## src/rtl/fifo_frame_unpacker_pkg.sv

```systemverilog
// Shared constants and types for the FIFO frame unpacker.
// Frame layout: [139:136] beat count, [135:128] reserved, [127:0] payload.
package fifo_frame_unpacker_pkg;

    localparam int FRAME_W     = 140;
    localparam int BEAT_W      = 16;
    localparam int MAX_BEATS   = 8;
    localparam int PAYLOAD_W   = BEAT_W * MAX_BEATS;
    localparam int CNT_W       = 8;
    localparam int BEAT_CNT_W  = 4;

    localparam int N_MSB       = 139;
    localparam int N_LSB       = 136;
    localparam int PAYLOAD_MSB = 127;

    typedef enum logic {
        IDLE = 1'b0,
        SEND = 1'b1
    } state_t;

endpackage

```

## src/rtl/fifo_frame_unpacker_frame_hdr_check.sv

```systemverilog
// Header decoder: decides whether a frame's beat count is usable and
// passes the count through for loading the remaining-beat counter.
module frame_hdr_check
    import fifo_frame_unpacker_pkg::*;
(
    input  logic [BEAT_CNT_W-1:0] n_field,
    output logic                  frame_ok,
    output logic [BEAT_CNT_W-1:0] beat_count
);

    // A frame is well formed only for 1..MAX_BEATS beats.
    always_comb begin
        frame_ok   = (n_field != '0) && (n_field <= BEAT_CNT_W'(MAX_BEATS));
        beat_count = n_field;
    end

endmodule

```

## src/rtl/fifo_frame_unpacker.sv

```systemverilog
// Pops 140-bit frames from a show-ahead FIFO and replays the payload as a
// 16-bit valid/ready beat stream; malformed frames are dropped and counted.
module fifo_frame_unpacker
    import fifo_frame_unpacker_pkg::*;
(
    input  logic               clk_out,
    input  logic               rst,
    input  logic               fifo_empty,
    input  logic [FRAME_W-1:0] data_from_fifo,
    output logic               fifo_r_enable,
    output logic [BEAT_W-1:0]  dout,
    output logic               dout_valid,
    output logic               dout_last,
    input  logic               dout_ready,
    output logic               busy,
    output logic [CNT_W-1:0]   drop_cnt
);

    state_t                state_q, state_d;
    logic [PAYLOAD_W-1:0]  shift_q, shift_d;
    logic [BEAT_CNT_W-1:0] beats_q, beats_d;
    logic [CNT_W-1:0]      drop_cnt_q, drop_cnt_d;

    logic                  frame_ok;
    logic [BEAT_CNT_W-1:0] beat_count;
    logic                  last_hs;
    logic                  unused_reserved;

    // The reserved header byte carries nothing for this consumer.
    assign unused_reserved = ^data_from_fifo[N_LSB-1:PAYLOAD_MSB+1];

    frame_hdr_check u_hdr_check (
        .n_field    (data_from_fifo[N_MSB:N_LSB]),
        .frame_ok   (frame_ok),
        .beat_count (beat_count)
    );

    // Output decode and pop strobe; a pop is held off while reset is asserted.
    always_comb begin
        dout_valid    = (state_q == SEND);
        busy          = (state_q == SEND);
        dout_last     = dout_valid && (beats_q == BEAT_CNT_W'(1));
        dout          = dout_valid ? shift_q[PAYLOAD_MSB -: BEAT_W] : '0;
        last_hs       = dout_valid && dout_ready && dout_last;
        fifo_r_enable = !rst && !fifo_empty && ((state_q == IDLE) || last_hs);
    end

    // Next-state: advance on handshakes, then let a pop overwrite the frame.
    always_comb begin
        state_d    = state_q;
        shift_d    = shift_q;
        beats_d    = beats_q;
        drop_cnt_d = drop_cnt_q;

        if ((state_q == SEND) && dout_ready) begin
            if (beats_q != BEAT_CNT_W'(1)) begin
                shift_d = {shift_q[PAYLOAD_W-BEAT_W-1:0], {BEAT_W{1'b0}}};
                beats_d = beats_q - BEAT_CNT_W'(1);
            end else begin
                state_d = IDLE;
            end
        end

        if (fifo_r_enable) begin
            shift_d = data_from_fifo[PAYLOAD_MSB:0];
            beats_d = beat_count;
            if (frame_ok) begin
                state_d = SEND;
            end else begin
                state_d = IDLE;
                if (drop_cnt_q != '1) begin
                    drop_cnt_d = drop_cnt_q + CNT_W'(1);
                end
            end
        end
    end

    // State registers with asynchronous reset.
    always_ff @(posedge clk_out or posedge rst) begin
        if (rst) begin
            state_q    <= IDLE;
            shift_q    <= '0;
            beats_q    <= '0;
            drop_cnt_q <= '0;
        end else begin
            state_q    <= state_d;
            shift_q    <= shift_d;
            beats_q    <= beats_d;
            drop_cnt_q <= drop_cnt_d;
        end
    end

    assign drop_cnt = drop_cnt_q;

endmodule

```

## config.mk

```make
export PLATFORM = sky130hd
export DESIGN_NAME = fifo_frame_unpacker
export DESIGN_NICKNAME = d
export VERILOG_FILES = /design/src/rtl/fifo_frame_unpacker_pkg.sv /design/src/rtl/fifo_frame_unpacker_frame_hdr_check.sv /design/src/rtl/fifo_frame_unpacker.sv
export SDC_FILE = /design/constraint.sdc
export NUM_CORES = 1
export LEC_CHECK = 0
export ABC_AREA = 0
export BUFFER_PORTS_ARGS = -buffer_cell sky130_fd_sc_hd__buf_2
export CAP_MARGIN = 20
export CELL_PAD_IN_SITES_DETAIL_PLACEMENT = 1
export CELL_PAD_IN_SITES_GLOBAL_PLACEMENT = 1
export CORE_MARGIN = 8
export CORE_UTILIZATION = 39
export DETAILED_ROUTE_END_ITERATION = 10
export GPL_TIMING_DRIVEN = 0
export PLACE_DENSITY = 0.87
export SLEW_MARGIN = 25
export SYNTH_ARGS = -nofsm -noshare
export SYNTH_HDL_FRONTEND = slang
export SYNTH_HIERARCHICAL = 1
export SYNTH_SLANG_ARGS = --single-unit
```

## constraint.sdc

```tcl
create_clock -name clk_out -period 5.4 [get_ports clk_out]
set_input_delay 0.27 -clock clk_out [delete_from_list [all_inputs] [get_ports clk_out]]
set_output_delay 0.27 -clock clk_out [all_outputs]
set_load 0.02 [all_outputs]
```

==> results of run 1 <==
## worst max-delay path, stage by stage
cell and delay [ns]:
dlygate4sd3_1 0.55, buf_2 0.18, or2_2 0.33, a21o_1 0.19
inv_1 0.06, buf_2 0.24, buf_2 0.27, buf_2 0.20
## per-layer routing
metal	track usage (%)	part of all wire [%]
met5	0	0
met4	7.86	2.3
met3	5.75	5.2
met2	35.6	50
met1	25.8	43
## flip-flops by register name (all words and copies together), names as in the netlist
register and cells:
beats_q 4, busy 1, shift_q 128, drop_cnt 8
## through the flow
stage / util [%] / total power (uW) / worst slack, ns / cell area, sq um / TNS (ns)
after floorplan: - / 3080 / 1.35 / 6550 / 0
after global placement: 46.2 / 3620 / -0.503 / 7640 / -70.17
after detailed placement: 46.4 / 3740 / 3.18 / 7670 / 0
after CTS: 50.0 / 4920 / 2.85 / 8260 / 0
after global routing: 50.0 / 5240 / 2.72 / 8260 / 0
final: 50.0 / 4900 / 2.83 / 8260 / 0
## final timing paths
kind / endpoint / slack (ns) / cells past startpoint
max in group asynchronous: shift_q[78]$_DFFE_PP0P_ / 4.18 / 4
min: shift_q[15]$_DFFE_PP0P_ / 0.06 / 2
max: fifo_r_enable / 2.83 / 8
max reg2reg: shift_q[53]$_DFFE_PP0P_ / 3.18 / 8
min reg2reg: shift_q[3]$_DFFE_PP0P_ / 0.50 / 1
min in group asynchronous: drop_cnt[4]$_DFFE_PP0P_ / 0.52 / 3
## timing repair
item | in CTS | in global routing
setup buffers | 0 | 0
hold buffers | 1 | 0
endpoints found under the setup margin | 0 | 0
endpoints found under the hold margin | 78 | 0
## layout by cell type, fill, tap and decap left out, types with 4 or more instances in the layout
cell,n
clkbuf_1,20
nand2_1,116
nand3_1,4
a21oi_1,226
dfrtp_1,141
xnor2_1,5
nor2_1,116
a22o_1,17
buf_2,184
clkbuf_16,17
buf_6,7
and2_1,17
inv_1,4
buf_4,16
## logic make-up (layout without fill, tap and decap cells)
family,count (synthesis),in the layout
buffers and inverters,67,263
xor gates and xnor gates,8,8
adders and majority gates,3,3
and+or+nand+nor,270,270
DFF,141,141
AOI/OAI and AO/OA,255,255
muxes,2,2
## final cells by class
type                    instances  area, sq um  area share, %
plain buffers                  62          372           4.50
clock buffers                  21          460           5.57
clock inverters                10          116           1.41
inverters                       5         26.3          0.318
multi-input cells             538         2630           31.8
flip-flops and latches        141         3530           42.7
well taps                     220          275           3.33
repair buffers                165          853           10.3
## report_power, final
part,switching (uW),internal (uW)
Clock,457,701
Sequential,314,1520
Combinational,1170,731
==> flow_metrics.env, run 1 <==
export IMPL_gp_congestion=0.821
export IMPL_overflow=0
export IMPL_port_buffers=163
export IMPL_clk_pin_slew_ns=0.06
export IMPL_end_kind="output port"
export IMPL_grt_pass1_wl_microns=36200
export IMPL_root_buffer="clkbuf_16"
export IMPL_status="completed"
export IMPL_core_area_sq_um=16500
export IMPL_htreeDepth=4
export IMPL_fp_row_count=47
export IMPL_synth_xor_area_share_pct=1.07
export IMPL_r2r_start="beats_q[1]$_DFFE_PP0P_"
export IMPL_synth_edf_count=0
export IMPL_finalCriticalPeriod_ns=2.57
export IMPL_dieArea_sq_um=21200
export IMPL_synth_cell_types=37
export IMPL_synthCells=746
export IMPL_grt_max_degree=80
export IMPL_finalNonFillerCells=1162
export IMPL_synth_commonest_cells="a21oi_1, dfrtp_1, nand2_1, nor2_1, buf_2"
export IMPL_syn_nets=893
export IMPL_power_density_nw_per_um2=593
export IMPL_viasPerCell=5.27
export IMPL_synth_simple_area_share_pct=17.2
export IMPL_synth_area_sq_um=6550
export IMPL_cts_tree="built"
export IMPL_dr_first_iter_drc_count=422
export IMPL_vias=6125
export IMPL_critical_path_class="in2out"
export IMPL_ys_flop_type="dfrtp_1"
export IMPL_clk_latency_ns=0.43
export IMPL_cts_made_buffers=17
export IMPL_drt_wl_total_microns=22300
export IMPL_async_flop_share_pct=100
export IMPL_remaining_drc_errors=0
export IMPL_drv_slew=0
export IMPL_die_height_microns=146
export IMPL_antenna_cells=0
export IMPL_ctsResizeCount=0
export IMPL_antenna_found_initial=0
export IMPL_ir_drop_mv=0.263
export IMPL_finalHoldViolations=0
export IMPL_synth_compound_area_share_pct=20.9
export IMPL_hp_start="data_from_fifo[15]"
export IMPL_synth_top_cell_by_area="dfrtp_1"
export IMPL_slew_headroom_pct=60.7
export IMPL_start_util_pct=39.6
export IMPL_dpl_hpwl_microns=16600
export IMPL_setup_viol=0
export IMPL_synth_avg_cell_area_sq_um=8.78
export IMPL_ios=172
export IMPL_hp_class="in2reg"
export IMPL_fin_nets=1077
export IMPL_ys_seq_elements=141
export IMPL_dp_cells=1130
export IMPL_muxShareOfSynthArea_pct=0.344
export IMPL_drtPass1Iterations=4
export IMPL_cts_path_max_buffers=2
export IMPL_ys_top_cells_by_area="dfrtp_1, a21oi_1, nand2_1, nor2_1, a22o_1"
export IMPL_cp_max_fo=10
export IMPL_clock_sinks=141
export IMPL_ys_seq_area_share_pct=53.9
export IMPL_grtUsageTotal_pct=21.3
export IMPL_synth_fa_ha_area_share_pct=0.573
export IMPL_leakage_uw=0.00408
export IMPL_tightest_slew_ns=0.585
export IMPL_fmax_mhz=389
export IMPL_die_w_microns=146
export IMPL_hold_worst_slack_ns=0.0617
export IMPL_critPathArrivalTime_ns=2.30
export IMPL_synth_top_area_share_pct=53.9
export IMPL_nFillCells=2026
export IMPL_start_kind="input pin"
export IMPL_cp_required_ns=5.13
export IMPL_synth_top_family_by_area="compound AO/OA/AOI/OAI gates"
export IMPL_final_antenna_net_count=0
export IMPL_skew_ns=0.0152
export IMPL_synth_most_common_cell="a21oi_1"
export IMPL_area_growth_synth_to_final_pct=26.2
export IMPL_drive_above_1_share_pct=25.9
export IMPL_yosysWarnings=6
export IMPL_wire_per_inst_microns=19.2
export IMPL_max_cap_violations=0
export IMPL_period_share_pct=47.6
export IMPL_startpoint="rst"
export IMPL_rsz0062_at_grt="no"
export IMPL_first_global_vias=6874
No activity file was read; power rests on OpenSTA's default activity.
==> run 2: changes to the inputs <==
Clock period 5.4 ns to 2.45 ns, I/O delays scaled along.
==> flow_metrics.env, run 2 (synthesized netlist as in run 1, its figures left out) <==
export IMPL_status="completed"
export IMPL_overflow=0
export IMPL_regMostFlops="shift_q"
export IMPL_final_antenna_net_count=0
export IMPL_finalInstanceArea_sq_um=8790
export IMPL_switching_share_pct=40.1
export IMPL_power_total_uw=10800
export IMPL_setup_viol=0
export IMPL_dr_first_iter_drc_count=351
export IMPL_grt_use_met3_pct=5.29
export IMPL_port_buffers=163
export IMPL_postPlaceCellArea_sq_um=7760
export IMPL_cp_required_ns=2.78
export IMPL_period_share_pct=93.3
export IMPL_drtPass1Iterations=4
export IMPL_hp_class="in2reg"
export IMPL_post_cts_buffers=0
export IMPL_finalCriticalPeriod_ns=2.28
export IMPL_fin_nets=1128
export IMPL_critical_path_class="reg2reg"
export IMPL_seqPwrFrac_pct=37.4
export IMPL_gp_congestion=0.820
export IMPL_cts_tree="built"
export IMPL_clock_sinks=141
export IMPL_cts_path_max_buffers=2
export IMPL_skew_ns=0.0146
export IMPL_start_util_pct=39.6
export IMPL_setup_tns_ns=0
export IMPL_die_w_microns=146
export IMPL_largest_reg_flops=128
export IMPL_place_ws_ns=0.216
export IMPL_max_stage_delay_ns=0.43
export IMPL_top_usage_layer="met2"
export IMPL_worst_slack_ns=0.165
export IMPL_pwr_share_clk_pct=22.5
export IMPL_leakage_uw=0.00430
export IMPL_gr_usage_met1_pct=26.6
export IMPL_drt_wl_total_microns=24000
export IMPL_wire_per_inst_microns=19.8
export IMPL_clk_pin_slew_ns=0.06
export IMPL_p_switching_uw=4350
export IMPL_drive_above_1_share_pct=24.8
export IMPL_drv_slew=0
export IMPL_antenna_found_initial=2
export IMPL_final_cell_mix="a21oi_1, buf_2, dfrtp_1, nand2_1, nor2_1"
export IMPL_pwr_share_comb_pct=40.1
export IMPL_slew_headroom_pct=61.9
export IMPL_remaining_drc_errors=0
export IMPL_grtUsageTotal_pct=22.7
export IMPL_finalNonFillerCells=1214
export IMPL_rsz0062_at_grt="no"
export IMPL_dpl_hpwl_microns=17100
export IMPL_end_kind="register"
export IMPL_first_global_vias=7167
export IMPL_core_area_sq_um=16500
export IMPL_grt_max_degree=32
export IMPL_ios=172
export IMPL_area_growth_synth_to_final_pct=34.2
export IMPL_vias=6409
export IMPL_critPathArrivalTime_ns=2.61
export IMPL_start_kind="register"
export IMPL_nFillCells=1966
export IMPL_crit_slowest_cell="or3b_1"
export IMPL_max_cap_violations=0
export IMPL_viasPerCell=5.28
export IMPL_cp_max_fo=10
export IMPL_ir_drop_mv=0.536
export IMPL_die_height_microns=146
export IMPL_power_density_nw_per_um2=1230
export IMPL_tightest_slew_ns=0.568
export IMPL_layout_commonest_cell="a21oi_1"
export IMPL_root_buffer="clkbuf_16"
export IMPL_dp_cells=1134
export IMPL_internal_power_uw=6480
export IMPL_met2_usage_pct=39.3
export IMPL_fmax_mhz=438
export IMPL_htreeDepth=4
export IMPL_clk_latency_ns=0.43
export IMPL_grt_pass1_wl_microns=38400
export IMPL_cts_made_buffers=17
export IMPL_cp_cell_sequence="inv_1 > ha_1 > or3b_1 > o211ai_2 > buf_4 > buf_4 > a21oi_1 > a21oi_1"
export IMPL_dieArea_sq_um=21200
export IMPL_fp_row_count=47
export IMPL_finalHoldViolations=0
[run 2: cell count changes in the layout (fill, tap and decap cells not counted), sizes merged]
cell,delta
buf,+4
inv,-1
clkinvlp,+1
clkbuf,+2
dlygate4sd3,+47
clkinv,-2
bufinv,-1
diode,+2
[run 2: final timing paths]
check / startpoint / to / slack [ns] / cells past startpoint
setup / recovery: beats_q[1]$_DFFE_PP0P_ / shift_q[58]$_DFFE_PP0P_ / 0.17 / 8
hold / removal: data_from_fifo[54] / shift_q[54]$_DFFE_PP0P_ / 0.01 / 3
setup reg to reg: beats_q[1]$_DFFE_PP0P_ / shift_q[58]$_DFFE_PP0P_ / 0.17 / 8
hold reg to reg: shift_q[12]$_DFFE_PP0P_ / shift_q[12]$_DFFE_PP0P_ / 0.50 / 1
max in group asynchronous: rst / shift_q[67]$_DFFE_PP0P_ / 1.26 / 6
min in group asynchronous: rst / drop_cnt[4]$_DFFE_PP0P_ / 0.32 / 3
[run 2: metrics by stage]
step | hold WS [ns] | util [%]
floorplan | 0.262 | -
global placement | 0.346 | 46.2
detailed placement | 0.196 | 46.9
CTS | 0.000277 | 53.0
global route | 0.00676 | 53.2
finish | 0.0100 | 53.2
[run 2: cell type report]
cell class                 instances  area (sq um)  area share (%)
clock inverter                     7          65.1           0.740
inverter                           5          22.5           0.256
clock buffer                      23           478            5.44
timing repair buffer             216          1410            16.1
tap                              220           275            3.13
antenna                            2          5.00          0.0569
multi-input combinational        538          2630            29.9
buffer                            62           374            4.26
sequential                       141          3530            40.1
[run 2: repair_timing]
item / CTS / global route
endpoints found under the hold margin: 62 / 2
hold buffers: 46 / 2
endpoints found under the setup margin: 0 / 1
gates resized for setup: 0 / 2
[run 2: critical path, delay by kind of cell, from the launching register on]
family,cells,cell delay [ns]
fa+ha+maj,1,0.19
buf+inv,3,0.56
flops,1,0.38
compound gates,3,0.64
simple gates,1,0.43
[run 2: routing by layer]
| layer | wire length (microns) | up-vias |
|---|---|---|
| met5 | 0 | - |
| met1 | 9960 | 3188 |
| met2 | 12200 | 192 |
| met4 | 658 | 0 |
| met3 | 1180 | 45 |
| li1 | - | 2984 |
[run 2: power by group through the flow]
stage          logic, uW  clock network (uW)  registers (uW)
5_1_grt             4850                2550            4140
4_1_cts             4330                2470            4020
2_1_floorplan       2960                   0            3820
3_5_place_dp        4200                   0            4040
6_report            4350                2440            4050
3_3_place_gp        3990                   0            4000
==> run 3: changes to the inputs <==
Settings changed: GPL_TIMING_DRIVEN 0 to 1, RECOVER_POWER from default to 25.
==> flow_metrics.env, run 3 (synthesized netlist as in run 1, its figures left out) <==
export IMPL_status="completed"
export IMPL_root_buffer="clkbuf_16"
export IMPL_slew_headroom_pct=29.1
export IMPL_grtUsageTotal_pct=21.8
export IMPL_largest_reg_flops=128
export IMPL_cts_path_max_buffers=2
export IMPL_crit_slowest_cell="dfrtp_1"
export IMPL_cts_made_buffers=17
export IMPL_cp_max_fo=40
export IMPL_viasPerCell=5.30
export IMPL_drtPass1Iterations=4
export IMPL_area_growth_synth_to_final_pct=35.6
export IMPL_fp_row_count=47
export IMPL_finalInstanceArea_sq_um=8880
export IMPL_rsz0062_at_grt="no"
export IMPL_vias=6328
export IMPL_setup_viol=0
export IMPL_reg2regPathDepth=7
export IMPL_clk_pin_slew_ns=0.06
export IMPL_period_share_pct=94.1
export IMPL_post_cts_buffers=0
export IMPL_max_stage_delay_ns=0.37
export IMPL_drt_wl_total_microns=23000
export IMPL_hold_worst_slack_ns=0.0157
export IMPL_worst_slack_ns=0.144
export IMPL_finalHoldViolations=0
export IMPL_cts_tree="built"
export IMPL_post_route_util_pct=53.7
export IMPL_register_area_sq_um=3530
export IMPL_drive_above_1_share_pct=22.3
export IMPL_die_w_microns=146
export IMPL_rrSetupSlack_ns=0.21
export IMPL_regMostFlops="shift_q"
export IMPL_finalCriticalPeriod_ns=2.31
export IMPL_skew_ns=0.00632
export IMPL_setup_tns_ns=0
export IMPL_fmax_mhz=434
export IMPL_die_height_microns=146
export IMPL_clock_sinks=141
export IMPL_grt_max_degree=92
export IMPL_cp_cell_sequence="inv_1 > ha_1 > nand4bb_1 > a21o_4 > inv_6 > buf_12 > buf_2"
export IMPL_final_antenna_net_count=0
export IMPL_hp_class="in2reg"
export IMPL_drv_slew=0
export IMPL_leakage_uw=0.00424
export IMPL_tightest_slew_ns=1.06
export IMPL_gp_congestion=0.768
export IMPL_max_cap_violations=0
export IMPL_first_global_vias=7019
export IMPL_postPlaceCellArea_sq_um=7510
export IMPL_grt_pass1_wl_microns=37300
export IMPL_multi_input_area_sq_um=2650
export IMPL_whs_path_depth=3
export IMPL_remaining_drc_errors=0
export IMPL_overflow=0
export IMPL_place_ws_ns=0.276
export IMPL_port_buffers=163
export IMPL_ios=172
export IMPL_htreeDepth=4
export IMPL_wire_per_inst_microns=19.3
export IMPL_power_density_nw_per_um2=1210
export IMPL_core_area_sq_um=16500
export IMPL_dr_first_iter_drc_count=388
export IMPL_start_kind="register"
export IMPL_final_cell_mix="a21oi_1, buf_2, dfrtp_1, nand2_1, nor2_1"
export IMPL_critPathArrivalTime_ns=2.18
export IMPL_clk_latency_ns=0.42
export IMPL_antenna_found_initial=2
export IMPL_dpl_hpwl_microns=14100
export IMPL_ir_drop_mv=0.517
export IMPL_critical_path_class="reg2out"
export IMPL_cp_required_ns=2.33
export IMPL_fin_nets=1108
export IMPL_dieArea_sq_um=21200
export IMPL_end_kind="output port"
export IMPL_nFillCells=1909
export IMPL_start_util_pct=39.6
export IMPL_layout_commonest_cell="a21oi_1"
-- run 3: layer usage --
layer | vias up | wire (microns) | track usage (%) | part of all wire, %
met5 | - | 13 | 0 | 0.056
met4 | 2 | 580 | 9.01 | 2.5
met3 | 43 | 1110 | 6.13 | 4.8
met2 | 185 | 11500 | 36.1 | 50
met1 | 3155 | 9870 | 26.2 | 43
li1 | 2943 | - | - | -
-- run 3: final timing paths --
| path | startpoint | to |
|---|---|---|
| max | beats_q[1]$_DFFE_PP0P_ | fifo_r_enable |
| min | data_from_fifo[113] | shift_q[113]$_DFFE_PP0P_ |
| max reg2reg | beats_q[1]$_DFFE_PP0P_ | shift_q[115]$_DFFE_PP0P_ |
| min reg2reg | shift_q[2]$_DFFE_PP0P_ | shift_q[2]$_DFFE_PP0P_ |
| max in group asynchronous | rst | shift_q[17]$_DFFE_PP0P_ |
| min in group asynchronous | rst | shift_q[5]$_DFFE_PP0P_ |
-- run 3: final cells by class --
type	count	area share, %
Timing Repair Buffer	258	20.4
Multi-Input combinational cell	538	29.9
Clock buffer	18	4.95
Tap cell	220	3.10
Clock inverter	14	1.63
Sequential cell	141	39.7
Antenna cell	1	0.0282
Inverter	5	0.282
-- run 3: critical path: cells and delay by family, from the launching register on --
| family | cells | cell delay (ns) |
|---|---|---|
| flops | 1 | 0.37 |
| simple gates | 1 | 0.16 |
| fa+ha+maj | 1 | 0.19 |
| buf+inv | 4 | 0.72 |
| compound gates | 1 | 0.30 |
-- run 3: per-stage QoR --
stage                     std cells  power, uW
final                          1195      10800
after CTS                      1193      10800
after global placement         1081       7810
after global routing           1195      11500
after floorplan                 746       6790
after detailed placement       1081       8020
-- run 3: power by group --
group          switching, uW  internal (uW)  total (uW)
logic                   2630           1590        4220
clock network           1040           1530        2560
registers                630           3350        3980
-- run 3: repair_timing --
action | 4_1_cts | 5_1_grt
endpoints found under the hold margin | 95 | 1
resized for setup | 0 | 1
endpoints found under the setup margin | 0 | 1
hold buffers | 80 | 1
